## src/rtl/robot_pkg.sv

```systemverilog
// Shared heading and command encodings for the grid-world robot model.
// Also holds the clockwise-turn helper and the port-width rule for coordinates.
package robot_pkg;

  typedef enum logic [1:0] {
    DIR_N = 2'd0,
    DIR_E = 2'd1,
    DIR_S = 2'd2,
    DIR_W = 2'd3
  } dir_t;

  // {front, rotate}
  typedef enum logic [1:0] {
    CMD_IDLE = 2'b00,
    CMD_ROT  = 2'b01,
    CMD_FWD  = 2'b10,
    CMD_ILL  = 2'b11
  } cmd_t;

  function automatic logic [1:0] turn_cw(input logic [1:0] d, input logic [1:0] steps);
    return d + steps;
  endfunction

  // Coordinate width; a 1-cell dimension still gets a 1-bit port.
  function automatic int coord_w(input int n);
    return (n > 1) ? $clog2(n) : 1;
  endfunction

endpackage

```

## src/rtl/robot_cell_probe.sv

```systemverilog
// Neighbour lookup: (x,y,dir) -> neighbour coords and blocked flag. Pure combinational.
// Off-grid is decided on signed coordinates before the wall map is indexed, so nothing wraps.
module robot_cell_probe
  import robot_pkg::*;
#(
  parameter int                         GRID_W   = 4,
  parameter int                         GRID_H   = 4,
  parameter logic [GRID_W*GRID_H-1:0]   WALL_MAP = '0,
  parameter int                         XW       = coord_w(GRID_W),
  parameter int                         YW       = coord_w(GRID_H)
) (
  input  logic [XW-1:0] x,
  input  logic [YW-1:0] y,
  input  logic [1:0]    dir,
  output logic          blocked,
  output logic [XW-1:0] nx,
  output logic [YW-1:0] ny
);

  int tx;
  int ty;
  int idx;
  logic off_grid;

  always_comb begin
    tx       = int'(x);
    ty       = int'(y);
    blocked  = 1'b0;
    case (dir_t'(dir))
      DIR_N:   ty = ty + 1;
      DIR_E:   tx = tx + 1;
      DIR_S:   ty = ty - 1;
      default: tx = tx - 1;
    endcase
    off_grid = (tx < 0) || (tx >= GRID_W) || (ty < 0) || (ty >= GRID_H);
    idx      = ty * GRID_W + tx;
    if (off_grid) begin
      blocked = 1'b1;
    end else begin
      for (int i = 0; i < GRID_W * GRID_H; i++) begin
        if (i == idx) blocked = WALL_MAP[i];
      end
    end
    nx = tx[XW-1:0];
    ny = ty[YW-1:0];
  end

endmodule

```

## config.mk

```make
export PLATFORM = sky130hd
export DESIGN_NAME = robot_cell_probe
export DESIGN_NICKNAME = d
export VERILOG_FILES = /design/src/rtl/robot_pkg.sv /design/src/rtl/robot_cell_probe.sv
export SDC_FILE = /design/constraint.sdc
export NUM_CORES = 1
export LEC_CHECK = 0
export ABC_CLOCK_PERIOD_IN_PS = 2200
export CAP_MARGIN = 20
export CORE_AREA = 4 4 41 43
export DETAILED_ROUTE_END_ITERATION = 7
export DIE_AREA = 0 0 45 47
export PLACE_DENSITY = 0.38
export SLEW_MARGIN = 20
export SYNTH_ARGS = -nofsm -noshare
export SYNTH_HDL_FRONTEND = slang
export SYNTH_SLANG_ARGS = --single-unit
```

## constraint.sdc

```tcl
create_clock -name vclk -period 2.2
set_input_delay 0.22 -clock vclk [all_inputs]
set_output_delay 0.22 -clock vclk [all_outputs]
set_load 0.05 [all_outputs]
```

==> summary.md <==
| Metric | Value |
|---|---|
| Number of sequential cells | `0` |
| Critical Path Source Type | `input pin` |
| Post-DP HPWL | `~320 µm` |
| Port Buf Inserts | `11` |
| Avg Cell Area, Syn | `8.06 µm²` |
| Die Ht | `between 40 and 50 µm` |
| Cell area after placement | `282 µm²` |
| Fmax | `521 MHz` |
| Critical-path top delay cell | `clkdlybuf4s50_1` |
| Peak supply drop | `0.0000924 V` |
| Worst Setup Path Type | `in2out` |
| Crit path buffers/inverters | `3` |
| RSZ-0062 raised after global routing | `no` |
| P per Cell Area | `352 nW/µm²` |
| Initial antenna violation count | `0` |
| Period utilization | `87.2%` |
| Initial DRT Pass Iterations | `2` |
| Share of the synthesized area in the top cell type | `about 34%` |
| Post-synthesis sequential area ratio | `0%` |
| Cell family with most CP delay | `buffers and inverters` |
| Met2 wire length | `102 µm` |
| Top area cells in the synthesized netlist | `ha_1 (34%), xnor2_1 (18%), mux4_2 (16%), inv_1 (10%), xor2_1 (6.0%)` |
| Setup TNS Final | `0 ps` |
| Antenna viol nets, final | `0` |
| Largest net degree at the start of global routing | `8` |
| M1 WL | `around 160 µm` |
| CP max stage delay | `520 ps` |
| Area delta synth->final | `94.0%` |
| Psw | `~55 µW` |
| Switch share | `a little under three fifths` |
| Crit path cell chain | `clkdlybuf4s50_1 -> inv_1 -> ha_1 -> xnor2_1 -> o21ai_0 -> buf_12` |
| Die area | `~2100 µm²` |
| Share of post-route cells with drive strength above 1 | `around 21%` |
| Total global-route track usage | `3.78%` |
| First-pass GRT wire length | `648 µm` |
| GR Overflow Total | `0` |
| Via Count | `144` |
| Top layer in use | `met3` |
| Synthesis Warnings | `0` |
| Max Cap Viol | `0` |
| Routability cong. | `between 0.6 and 0.7` |
| Comb pwr share | `100.0%` |
| Post-route cell area | `282 µm²` |
| Outcome | `completed` |
| Critical path peak fanout | `3` |
| Die W | `45 µm` |
| Synth Cell Area | `145 µm²` |
| Vias per cell | `3.35` |
| Post-Syn Nets | `28` |
| Final hold vios | `0` |
| Top Ports | `11` |
| Most instantiated cells after synthesis | `ha_1 (4), inv_1 (4), xnor2_1 (3)` |
| Crit. End Element | `primary output` |
| Vias in the first global route | `152` |
| Mapped Cells | `18` |
| ANT cells | `0` |
| Area leader, netlist | `ha_1` |
| WL per Instance | `7.60 µm` |
| Worst EP arrival | `between 1500 and 2000 ps` |
| CTS Hold Bufs | `0` |
| Pins Over Slew Limit | `0` |
| Starting density of the core | `11.2%` |
| Core ar. | `1300 µm²` |
| Cells after DPL | `43` |
| Non-Filler Instances | `43` |
| Final Routed Wirelength | `327 µm` |
| DR iter-0 viols | `1` |
| Post-CTS Resized | `0` |
| Part of the power in registers | `0%` |
| Std cell rows | `13` |
| Register area | `0 µm²` |
| Internal Power | `about 44 µW` |
| Tmin final | `between 1500 and 2000 ps` |
| DRC viols | `0` |
| Max-Slew Margin vs Limit | `76.8%` |
| Clkbuf count | `0` |
| Worst min path class | `in2out` |
| Clock Power Share | `0%` |
| Netlist cell types | `10` |
| Post-CTS setup buffer count | `0` |
| CP required | `between 1500 and 2000 ps` |
| Worst Max-Slew Pin Slew | `345 ps` |
| Final setup viols | `0` |
| Leak | `0.000134 µW` |
| Final Net Count | `40` |
| WL met3 | `63 µm` |
[cells in the final DEF, fill, tap and decap left out]
master	count
xnor2_1	3
xor2_1	1
clkdlybuf4s50_1	6
nand2_1	1
a21oi_1	1
nor2_1	1
buf_4	3
mux4_2	1
o21ai_0	1
inv_1	4
ha_1	4
buf_12	2
[path summary, 6_finish.rpt]
kind / endpoint / start / cells after the start
min: ny[0] / y[0] / 3
max: ny[1] / y[0] / 6
[power by group through the flow]
stage / combinational, µW / sequential, µW / clock [µW]
after global routing: 106 / 0 / 0
final: 99.1 / 0 / 0
after global placement: 99.4 / 0 / 0
after floorplan: 56.3 / 0 / 0
after CTS: 100 / 0 / 0
after detailed placement: 100 / 0 / 0
[layout make-up]
cell class / instances / area [µm²]
multi-input combinational: 13 / 125
tap: 15 / 18.8
timing repair buffer: 11 / 123
fill: 150 / 1020
inverter: 4 / 15.0
[cell families after synthesis]
| logic type | count (synthesis) | share of synthesized area, % |
|---|---|---|
| XOR/XNOR | 4 | 24.1 |
| adder cells (fa/ha/maj) | 4 | 34.5 |
| buffers and inverters | 5 | 13.8 |
| AO/OA/AOI/OAI | 2 | 6.89 |
| AND/OR/NAND/NOR | 2 | 5.17 |
| multiplexers | 1 | 15.5 |
[stage by stage]
step           worst slack, ps  hold WS, ps  utilization [%]  power [µW]
4_1_cts                    265         1240             21.6         100
5_1_grt                    194         1250             21.6         106
3_3_place_gp               294         1220             21.6        99.4
2_1_floorplan              239          712                -        56.3
3_5_place_dp               267         1230             21.6         100
6_report                   281         1230             21.6        99.1
[worst min-delay path: cells and delay by family]
family | cells | cell delay, ps
buf+inv | 2 | 700
xor+xnor | 1 | 80
[per-layer routing]
layer | vias to the layer above | global-route usage (%)
li1 | 76 | -
met1 | 57 | 5.42
met2 | 11 | 5.93
met3 | 0 | 1.15
met4 | 0 | 0
met5 | - | 0
Power figures use the tool's default switching activity.
